--- config.mk ---
export PLATFORM = sky130hd
export DESIGN_NAME = trap_unit
export DESIGN_NICKNAME = d
export VERILOG_FILES = /design/src/rtl/trap_unit.sv
export SDC_FILE = /design/constraint.sdc
export NUM_CORES = 1
export LEC_CHECK = 0
export CORE_ASPECT_RATIO = 1.2
export CORE_MARGIN = 1
export CORE_UTILIZATION = 50
export DETAILED_ROUTE_END_ITERATION = 16
export PLACE_DENSITY = 0.9
export SYNTH_ARGS = -nofsm -noshare
export SYNTH_HDL_FRONTEND = slang
export SYNTH_SLANG_ARGS = --single-unit
--- constraint.sdc ---
create_clock -name clk -period 1.8 [get_ports clk]
set_input_delay 0.18 -clock clk [delete_from_list [all_inputs] [get_ports clk]]
set_output_delay 0.18 -clock clk [all_outputs]
set_load 0.1 [all_outputs]
--- src/rtl/trap_unit.sv ---
// Machine-mode trap controller: latches exceptions/interrupts, owns the M-mode CSRs, supplies trap/return PC.
// Optional build macro TRAP_VECTORED_EN enables vectored interrupt dispatch through mtvec.MODE.
module trap_unit #(
  parameter logic [31:0] MTVEC_RESET     = 32'h0000_0000,
  parameter int          IRQ_SYNC_STAGES = 2
) (
  input  logic        clk,
  input  logic        rst_n,
  input  logic [31:0] pc,
  input  logic [31:0] inst,
  input  logic [31:0] inst_addr,
  input  logic [31:0] data_addr,
  input  logic        illegal_inst,
  input  logic        inst_addr_misalign,
  input  logic        load_addr_misalign,
  input  logic        store_addr_misalign,
  input  logic        env_call,
  input  logic        env_break,
  input  logic        irq_ext,
  input  logic        irq_timer,
  input  logic        irq_soft,
  input  logic        trap_start,
  input  logic        trap_finish,
  output logic        trap_pending,
  output logic [31:0] trap_cause,
  output logic [31:0] trap_pc,
  input  logic [11:0] csr_addr,
  input  logic [31:0] csr_wdata,
  input  logic        csr_write,
  output logic [31:0] csr_rdata
);

  localparam logic [11:0] CSR_MSTATUS  = 12'h300;
  localparam logic [11:0] CSR_MIE      = 12'h304;
  localparam logic [11:0] CSR_MTVEC    = 12'h305;
  localparam logic [11:0] CSR_MSCRATCH = 12'h340;
  localparam logic [11:0] CSR_MEPC     = 12'h341;
  localparam logic [11:0] CSR_MCAUSE   = 12'h342;
  localparam logic [11:0] CSR_MTVAL    = 12'h343;
  localparam logic [11:0] CSR_MIP      = 12'h344;

  function automatic logic [31:0] mtvec_legal(input logic [31:0] v);
`ifdef TRAP_VECTORED_EN
    return {v[31:2], 1'b0, (v[1:0] == 2'b01)};
`else
    return {v[31:2], 2'b00};
`endif
  endfunction

  // Packs {ext,timer,soft} into the architectural bit positions 11/7/3.
  function automatic logic [31:0] irq_bits(input logic [2:0] v);
    return {20'b0, v[2], 3'b0, v[1], 3'b0, v[0], 3'b0};
  endfunction

  logic [2:0]  irq_sync_q [IRQ_SYNC_STAGES];
  logic [2:0]  irq_s;
  logic        pending_q, pending_d;
  logic [31:0] cause_q, cause_d;
  logic [31:0] mtval_q, mtval_d;
  logic        mstatus_mie_q, mstatus_mie_d;
  logic        mstatus_mpie_q, mstatus_mpie_d;
  logic [2:0]  csr_mie_q, csr_mie_d;
  logic [31:0] csr_mtvec_q, csr_mtvec_d;
  logic [31:0] csr_mscratch_q, csr_mscratch_d;
  logic [31:0] csr_mepc_q, csr_mepc_d;
  logic [31:0] csr_mcause_q, csr_mcause_d;
  logic [31:0] csr_mtval_q, csr_mtval_d;

  logic        exc_valid;
  logic [4:0]  exc_code;
  logic [31:0] exc_tval;
  logic [2:0]  irq_hit;
  logic        irq_valid;
  logic [4:0]  irq_code;
  logic [31:0] vec_pc;

  always_ff @(posedge clk or negedge rst_n) begin
    if (!rst_n) begin
      for (int i = 0; i < IRQ_SYNC_STAGES; i++) irq_sync_q[i] <= '0;
    end else begin
      irq_sync_q[0] <= {irq_ext, irq_timer, irq_soft};
      for (int i = 1; i < IRQ_SYNC_STAGES; i++) irq_sync_q[i] <= irq_sync_q[i-1];
    end
  end

  assign irq_s = irq_sync_q[IRQ_SYNC_STAGES-1];

  always_comb begin
    exc_valid = 1'b1;
    exc_code  = 5'd0;
    exc_tval  = 32'h0;
    if (inst_addr_misalign) begin
      exc_code = 5'd0;  exc_tval = inst_addr;
    end else if (illegal_inst) begin
      exc_code = 5'd2;  exc_tval = inst;
    end else if (env_break) begin
      exc_code = 5'd3;  exc_tval = pc;
    end else if (env_call) begin
      exc_code = 5'd11; exc_tval = 32'h0;
    end else if (load_addr_misalign) begin
      exc_code = 5'd4;  exc_tval = data_addr;
    end else if (store_addr_misalign) begin
      exc_code = 5'd6;  exc_tval = data_addr;
    end else begin
      exc_valid = 1'b0;
    end
  end

  assign irq_hit   = irq_s & csr_mie_q;
  assign irq_valid = mstatus_mie_q && (irq_hit != 3'b000);
  assign irq_code  = irq_hit[2] ? 5'd11 : (irq_hit[0] ? 5'd3 : 5'd7);

  always_comb begin
    pending_d = pending_q;
    cause_d   = cause_q;
    mtval_d   = mtval_q;
    if (trap_start) begin
      pending_d = 1'b0;
    end else if (!pending_q) begin
      if (exc_valid) begin
        pending_d = 1'b1;
        cause_d   = {27'b0, exc_code};
        mtval_d   = exc_tval;
      end else if (irq_valid) begin
        pending_d = 1'b1;
        cause_d   = {1'b1, 26'b0, irq_code};
        mtval_d   = 32'h0;
      end
    end
  end

  always_comb begin
    mstatus_mie_d  = mstatus_mie_q;
    mstatus_mpie_d = mstatus_mpie_q;
    csr_mie_d      = csr_mie_q;
    csr_mtvec_d    = csr_mtvec_q;
    csr_mscratch_d = csr_mscratch_q;
    csr_mepc_d     = csr_mepc_q;
    csr_mcause_d   = csr_mcause_q;
    csr_mtval_d    = csr_mtval_q;
    if (csr_write && !trap_start) begin
      case (csr_addr)
        CSR_MSTATUS:  begin
          mstatus_mie_d  = csr_wdata[3];
          mstatus_mpie_d = csr_wdata[7];
        end
        CSR_MIE:      csr_mie_d      = {csr_wdata[11], csr_wdata[7], csr_wdata[3]};
        CSR_MTVEC:    csr_mtvec_d    = mtvec_legal(csr_wdata);
        CSR_MSCRATCH: csr_mscratch_d = csr_wdata;
        CSR_MEPC:     csr_mepc_d     = {csr_wdata[31:2], 2'b00};
        CSR_MCAUSE:   csr_mcause_d   = csr_wdata;
        CSR_MTVAL:    csr_mtval_d    = csr_wdata;
        default: ;
      endcase
    end
    if (trap_start) begin
      csr_mepc_d     = {pc[31:2], 2'b00};
      csr_mcause_d   = cause_q;
      csr_mtval_d    = mtval_q;
      mstatus_mpie_d = mstatus_mie_q;
      mstatus_mie_d  = 1'b0;
    end else if (trap_finish && !pending_q) begin
      // A trap latched during MRET takes precedence; the FSM re-enters TRAP instead.
      mstatus_mie_d  = mstatus_mpie_q;
      mstatus_mpie_d = 1'b1;
    end
  end

  always_ff @(posedge clk or negedge rst_n) begin
    if (!rst_n) begin
      pending_q      <= 1'b0;
      cause_q        <= 32'h0;
      mtval_q        <= 32'h0;
      mstatus_mie_q  <= 1'b0;
      mstatus_mpie_q <= 1'b0;
      csr_mie_q      <= 3'b000;
      csr_mtvec_q    <= mtvec_legal(MTVEC_RESET);
      csr_mscratch_q <= 32'h0;
      csr_mepc_q     <= 32'h0;
      csr_mcause_q   <= 32'h0;
      csr_mtval_q    <= 32'h0;
    end else begin
      pending_q      <= pending_d;
      cause_q        <= cause_d;
      mtval_q        <= mtval_d;
      mstatus_mie_q  <= mstatus_mie_d;
      mstatus_mpie_q <= mstatus_mpie_d;
      csr_mie_q      <= csr_mie_d;
      csr_mtvec_q    <= csr_mtvec_d;
      csr_mscratch_q <= csr_mscratch_d;
      csr_mepc_q     <= csr_mepc_d;
      csr_mcause_q   <= csr_mcause_d;
      csr_mtval_q    <= csr_mtval_d;
    end
  end

  always_comb begin
    vec_pc = {csr_mtvec_q[31:2], 2'b00};
`ifdef TRAP_VECTORED_EN
    if (csr_mtvec_q[1:0] == 2'b01 && cause_q[31])
      vec_pc = {csr_mtvec_q[31:2], 2'b00} + {cause_q[29:0], 2'b00};
`endif
  end

  assign trap_pending = pending_q & ~trap_start;
  assign trap_cause   = cause_q;
  assign trap_pc      = trap_start ? vec_pc : (trap_finish ? csr_mepc_q : 32'h0);

  always_comb begin
    csr_rdata = 32'h0;
    case (csr_addr)
      CSR_MSTATUS:  csr_rdata = {19'b0, 2'b11, 3'b0, mstatus_mpie_q, 3'b0, mstatus_mie_q, 3'b0};
      CSR_MIE:      csr_rdata = irq_bits(csr_mie_q);
      CSR_MTVEC:    csr_rdata = csr_mtvec_q;
      CSR_MSCRATCH: csr_rdata = csr_mscratch_q;
      CSR_MEPC:     csr_rdata = csr_mepc_q;
      CSR_MCAUSE:   csr_rdata = csr_mcause_q;
      CSR_MTVAL:    csr_rdata = csr_mtval_q;
      CSR_MIP:      csr_rdata = irq_bits(irq_s);
      default:      csr_rdata = 32'h0;
    endcase
  end

endmodule

==> results of run 1 <==
-- power groups by stage --
stage | Combinational, µW | Clock (µW) | Sequential [µW]
floorplan | 1480 | 0 | 5200
finish | 2750 | 4770 | 5170
global placement | 2530 | 0 | 5200
CTS | 2690 | 4760 | 5150
detailed placement | 2600 | 0 | 5220
global route | 2870 | 4960 | 5190
-- layer usage --
layer	global-route usage	vias to the layer above	share of wire
li1	-	4460	-
met1	0.3944	5335	0.34
met2	0.6157	761	0.50
met3	0.06491	204	0.093
met4	0.2317	0	0.062
met5	0	-	0
-- state kept, by name, indices dropped and copies added (netlist names), 3 cells and up --
| signal | count |
|---|---|
| irq_sync_q | 3 |
| mtval_q | 32 |
| csr_mtvec_q | 30 |
| csr_mie_q | 3 |
| csr_mtval_q | 32 |
| csr_mscratch_q | 32 |
| csr_mcause_q | 32 |
| trap_cause | 5 |
| csr_mepc_q | 30 |
| irq_s | 3 |
-- through the flow --
stage          power, µW  hold slack, ns  instance area (µm²)  setup slack, ns  setup TNS, ns
6_report           12690          0.1124                16810          -0.3895         -5.337
5_1_grt            13020          0.1178                16810          -0.3877         -6.166
4_1_cts            12600          0.1076                16720          -0.3447         -5.096
3_5_place_dp        7817          0.1584                15550          -0.6338        -105.20
3_3_place_gp        7728          0.1477                15550          -0.5750         -94.48
2_1_floorplan       6678         -0.1156                11790          -0.4149         -7.169
-- critical path: cells and delay by family (launching register included) --
| kind | cells | cell delay [ns] |
|---|---|---|
| AO/OA/AOI/OAI | 1 | 0.27 |
| buffers and inverters | 1 | 0.17 |
| flip-flops | 1 | 0.45 |
| multiplexers | 1 | 0.55 |
| AND/OR/NAND/NOR | 1 | 0.06 |
-- Yosys cell counts (30+ instances only) --
library cell and instances:
a2bb2oi_1 32, a31oi_1 33, o21ai_0 39, nor2b_1 37, a32o_1 32, mux2i_1 33, a22o_1 43, inv_1 37
nor2_1 84, a221o_1 70, a21oi_1 40, mux2_1 67, buf_4 30, dfrtp_1 205, clkbuf_1 62, nor3b_1 34
-- final timing paths --
check | slack (ns) | cells past startpoint | start | to
worst min register to register | 0.35 | 0 | irq_sync_q[3] | irq_s[0]
min in group asynchronous | 0.19 | 2 | rst_n | csr_mepc_q[30]
worst min-delay path | 0.11 | 3 | trap_start | mstatus_mie_q
max in group asynchronous | 0.87 | 3 | rst_n | mtval_q[11]
worst max-delay path | -0.39 | 4 | csr_mcause_q[27] | csr_rdata[27]
worst max register to register | 0.09 | 5 | csr_mie_q[2] | trap_cause[0]
-- final cells by class --
| cell class | instances | area share |
|---|---|---|
| multi-input cells | 687 | 0.3629 |
| flip-flops and latches | 205 | 0.3053 |
| repair buffers | 376 | 0.2579 |
| clock buffers | 28 | 0.03715 |
| well taps | 279 | 0.02077 |
| inverters | 38 | 0.008487 |
| clock inverters | 9 | 0.007519 |
-- cells by family (layout without fill, tap and decap cells) --
logic type,after synthesis,in the layout,share of synthesized area
buf+inv,168,451,0.07573
simple gates,211,211,0.1049
compound gates,314,314,0.2174
other cells,1,29,0.0003285
mux,133,133,0.1522
flops,205,205,0.4494
-- timing repair --
action                                  CTS  global route
buffers inserted                         16             8
pin swaps                                31            26
endpoints found under the setup margin  134            58
gates resized for setup                  95            13
hold buffers                              2             0
cloned                                    2             0
hold endpoints to repair                 40             0
==> flow_summary_export.csv, run 1 <==
group,metric,value,unit
cells_and_area,area_growth,47.22,%
sta,fin_crit,2.189,ns
power_and_ir_drop,p_comb_frac,0.217,
cells_and_area,layout.cells.non_filler,1622,
sta,slew_headroom,0.6784,
cells_and_area,multi_input_area,0.006098,mm²
route,finalWirelength,41580,µm
setup_path,endpoint_kind,"output pin",
sta,tightest_slew,0.4703,ns
cells_and_area,ff_latch_area,0.005131,mm²
setup_path,slowest_stage,"mux4_2",
grt,gr-total-overflow,0,
synth,async_flop_share,1.000,
power_and_ir_drop,power.switching,3698,µW
synth,syn-cell-area,0.01142,mm²
cells_and_area,final_core_util,0.7487,
setup_path,worstPathCellList,"mux4_2, a22oi_2, nor2_4, buf_12",
outcome,outcome,"finished, violations left",
setup_path,crit_fanout,2,
power_and_ir_drop,p_int,8990,µW
sta,setup_viol,31,
cells_and_area,diodes,0,
die,core-area,0.02245,mm²
die,die_x,139.9,µm
sta,hold_violations,0,
cells_and_area,drive_gt1_frac,0.2889,
sta,drv_slew,0,
power_and_ir_drop,p_sw_frac,0.2915,
synth,ys_seq_area_frac,0.4494,
job,cap_viol_max_count,0,
synth,synth_top_cell_by_area,"dfrtp_1",
grt,grt_pass1_wl,63580,µm
setup_path,critical_path_class,"reg -> out",
power_and_ir_drop,irDropWorstVdd,0.7559,mV
grt,antenna_found_initial,0,
cells_and_area,final_nets,1516,
clocking,clockRootBuffer,"clkbuf_16",
clocking,clk_pin_slew_worst_paths,0.07,ns
route,vias,10760,
synth,syn_area_per_cell,11.06,µm²
setup_path,worstPathArrival,2.01,ns
route,dr.pass1.iters,6,
sta,worst_slack,-0.3895,ns
sta,finalClockSkew,0.009862,ns
placement,dp_cells,1559,
placement,hpwl,27270,µm
power_and_ir_drop,seq_power_share,0.407,
synth,yosysWarningCount,0,
die,die_h,167.5,µm
synth,synthCells,1032,
cells_and_area,layout_common_cells,"204 x dfrtp_1, 168 x clkdlybuf4s50_1, 98 x buf_4",
setup_path,critical_path.max_stage_delay,0.55,ns
synth,ys_types,58,
grt,grt_pass1_vias,11460,
power_and_ir_drop,p_leak,0.007368,µW
hold_path,hp-class,"in -> reg",
clocking,clock_path_buffers,3,
cells_and_area,final_common_cell,"dfrtp_1",
power_and_ir_drop,power_density,755.0,mW/mm²
synth,synth_edf_count,0,
synth,synth_top_cell_area_share,0.4494,
placement,io_buffers,253,
cells_and_area,fillerInstances,1283,
synth,ys_ff_latch,205,
outcome,violations,"negative setup slack",
placement,routabilityCongestion,0.9484,
die,rows,60,
route,drc,0,
route,ant_nets,0,
die,die_area,0.02344,mm²
grt,grt_max_degree,78,
power_and_ir_drop,p_clk_frac,0.376,
setup_path,startpoint_type,"flip-flop",
route,via_per_inst,6.634,
route,dr.first_iter.drc_count,969,
clocking,cts_inserted_buffers,22,
sta,rsz0062_at_grt,"yes",
route,wl_per_cell,25.63,µm
clocking,htreeDepth,1,
die,start_util,0.5086,
synth,synth_ff_type,"dfrtp_1",
clocking,cts_tree,"yes",
sta,fin_crit_sh,1.216,
synth,synthTopCellsByArea,"dfrtp_1 45%, mux2_1 6.6%, a221o_1 6.1%",
clocking,insertion_delay,0.51,ns
setup_path,cp.required,1.62,ns
sta,fmax,456.7,MHz
grt,grt.total_usage,0.3529,
die,io_pins,283,
clocking,clock_sinks,205,
(Power assumes the default switching activity.)
==> inputs of run 2 (changes only) <==
--- a/config.mk
+++ b/config.mk
@@ -9,5 +9,5 @@
 export CORE_MARGIN = 1
-export CORE_UTILIZATION = 50
+export CORE_UTILIZATION = 30
 export DETAILED_ROUTE_END_ITERATION = 16
-export PLACE_DENSITY = 0.9
+export PLACE_DENSITY = 0.62
 export SYNTH_ARGS = -nofsm -noshare
--- a/constraint.sdc
+++ b/constraint.sdc
@@ -3,2 +3,2 @@
 set_output_delay 0.18 -clock clk [all_outputs]
-set_load 0.1 [all_outputs]
+set_load 0.005 [all_outputs]
==> run 2 against run 1 <==
The flow still finishes with violations (negative setup slack). Fmax rose by 10%. Non-clock buffer count rose by 40. Worst setup slack improved by 0.21 ns. Combinational power fell by 25%. Worst hold slack got worse by 0.012 ns. Power fell by 5.4%. Clock power barely moved. Cell area fell by 2.6%.
==> flow_summary_export.csv, run 2 (synthesis results as in run 1) <==
group,metric,value,unit
route,dr.pass1.iters,5,
job,cap_viol_max_count,0,
cells_and_area,drive_gt1_frac,0.2520,
die,die_area,0.03884,mm²
sta,drv_slew,0,
route,dr.first_iter.drc_count,775,
cells_and_area,area_growth,43.39,%
cells_and_area,final_common_cell,"dfrtp_1",
sta,whs,0.1004,ns
cells_and_area,final_area,0.01637,mm²
grt,antenna_found_initial,1,
die,io_pins,283,
sta,worst_slack,-0.1845,ns
setup_path,critical_path_class,"reg -> out",
sta,slew_headroom,0.6435,
die,die_x,180.1,µm
route,drc,0,
placement,hpwl,29940,µm
setup_path,cp.required,1.62,ns
clocking,htreeDepth,1,
clocking,clk_pin_slew_worst_paths,0.06,ns
setup_path,worstPathArrival,1.80,ns
setup_path,crit_fanout,2,
route,ant_nets,0,
power_and_ir_drop,p_int,8876,µW
cells_and_area,layout_common_cells,"203 x dfrtp_1, 173 x clkdlybuf4s50_1, 123 x buf_4",
clocking,clockRootBuffer,"clkbuf_16",
outcome,violations,"negative setup slack",
grt,grt_pass1_vias,10600,
grt,grt_max_degree,65,
grt,grt_pass1_wl,65490,µm
outcome,outcome,"finished, violations left",
sta,hold_violations,0,
die,die_h,215.7,µm
route,wl_met1,18310,µm
sta,finalClockSkew,0.008147,ns
sta,fmax,503.9,MHz
power_and_ir_drop,irDropWorstVdd,0.5677,mV
clocking,cts_inserted_buffers,24,
setup_path,endpoint_kind,"output pin",
sta,fin_crit_sh,1.102,
clocking,cts_tree,"yes",
power_and_ir_drop,p_leak,0.007355,µW
sta,setup_viol,29,
power_and_ir_drop,p_comb_frac,0.173,
route,vias,10120,
power_and_ir_drop,power.switching,3132,µW
clocking,clock_sinks,205,
power_and_ir_drop,seq_power_share,0.428,
route,wl_per_cell,23.41,µm
power_and_ir_drop,p_clk_frac,0.399,
placement,placed_area,0.01509,mm²
die,rows,77,
hold_path,hp-class,"in -> reg",
route,dr_wl_met2,22020,µm
clocking,insertion_delay,0.52,ns
route,finalWirelength,43520,µm
cells_and_area,final_nets,1558,
placement,dp_slack,-0.9175,ns
die,start_util,0.3070,
setup_path,startpoint_type,"flip-flop",
clocking,clock_path_buffers,3,
sta,fin_crit,1.984,ns
grt,gr-total-overflow,0,
route,routed-wl-met3,2433,µm
cells_and_area,diodes,0,
placement,io_buffers,253,
die,core-area,0.03719,mm²
grt,grt.total_usage,0.2214,
route,top_layer_used,"met4",
power_and_ir_drop,power.total,12010,µW
sta,rsz0062_at_grt,"yes",
sta,timing.setup.tns,-2.521,ns
route,via_per_inst,5.444,
sta,tightest_slew,0.5348,ns
power_and_ir_drop,p_sw_frac,0.2608,
placement,routabilityCongestion,0.8376,
power_and_ir_drop,power_density,733.5,mW/mm²
==> run 2: path summary, 6_finish.rpt <==
kind	to	cells past startpoint	slack, ns	startpoint
max in group asynchronous	csr_mtvec_q[12]	3	0.85	rst_n
max reg2reg	mtval_q[15]	6	0.10	irq_s[2]
min	irq_sync_q[4]	1	0.10	irq_timer
max	csr_rdata[12]	4	-0.18	csr_mtval_q[12]
min reg2reg	irq_s[2]	0	0.35	irq_sync_q[5]
min in group asynchronous	mtval_q[1]	2	0.21	rst_n
==> run 2: repair_timing <==
action                                  in CTS  in global routing
endpoints found under the hold margin       52                  0
setup buffers                               39                  9
resized for setup                          268                 16
gates cloned                                 2                  0
hold buffers                                 1                  0
pin swaps                                   44                 20
endpoints found under the setup margin     123                 48
==> run 2: cell type report <==
type | count | area (µm²)
Clock inverter | 1 | 7.507
Multi-Input combinational cell | 687 | 5787
Clock buffer | 38 | 754.5
Tap cell | 474 | 593.1
Sequential cell | 205 | 5132
Fill cell | 3562 | 20820
Timing Repair Buffer | 416 | 3953
Inverter | 38 | 142.6
==> run 2: power groups by stage <==
| stage | sequential (µW) | combinational (µW) | clock (µW) |
|---|---|---|---|
| final | 5140 | 2070 | 4800 |
| after global routing | 5170 | 2230 | 5040 |
| after CTS | 5140 | 2060 | 4880 |
| after detailed placement | 5220 | 2020 | 0 |
| after global placement | 5210 | 2000 | 0 |
| after floorplan | 5120 | 966 | 0 |
==> run 2: critical path: stages, from the launching register on <==
cell and delay (ns):
dfrtp_1 0.38, mux4_2 0.54, a22oi_2 0.17, nor2_1 0.06
buf_2 0.14
==> run 2: metal layers <==
| metal | vias up | track usage |
|---|---|---|
| li1 | 4536 | - |
| met1 | 5154 | 0.2801 |
| met2 | 378 | 0.3951 |
| met3 | 53 | 0.03172 |
| met4 | 0 | 0.05556 |
| met5 | - | 0 |
==> run 2: through the flow <==
stage,util,std cells
final,0.4402,1859
after global routing,0.4402,1859
after CTS,0.4368,1850
after detailed placement,0.4057,1771
after global placement,0.4057,1771
after floorplan,-,1060
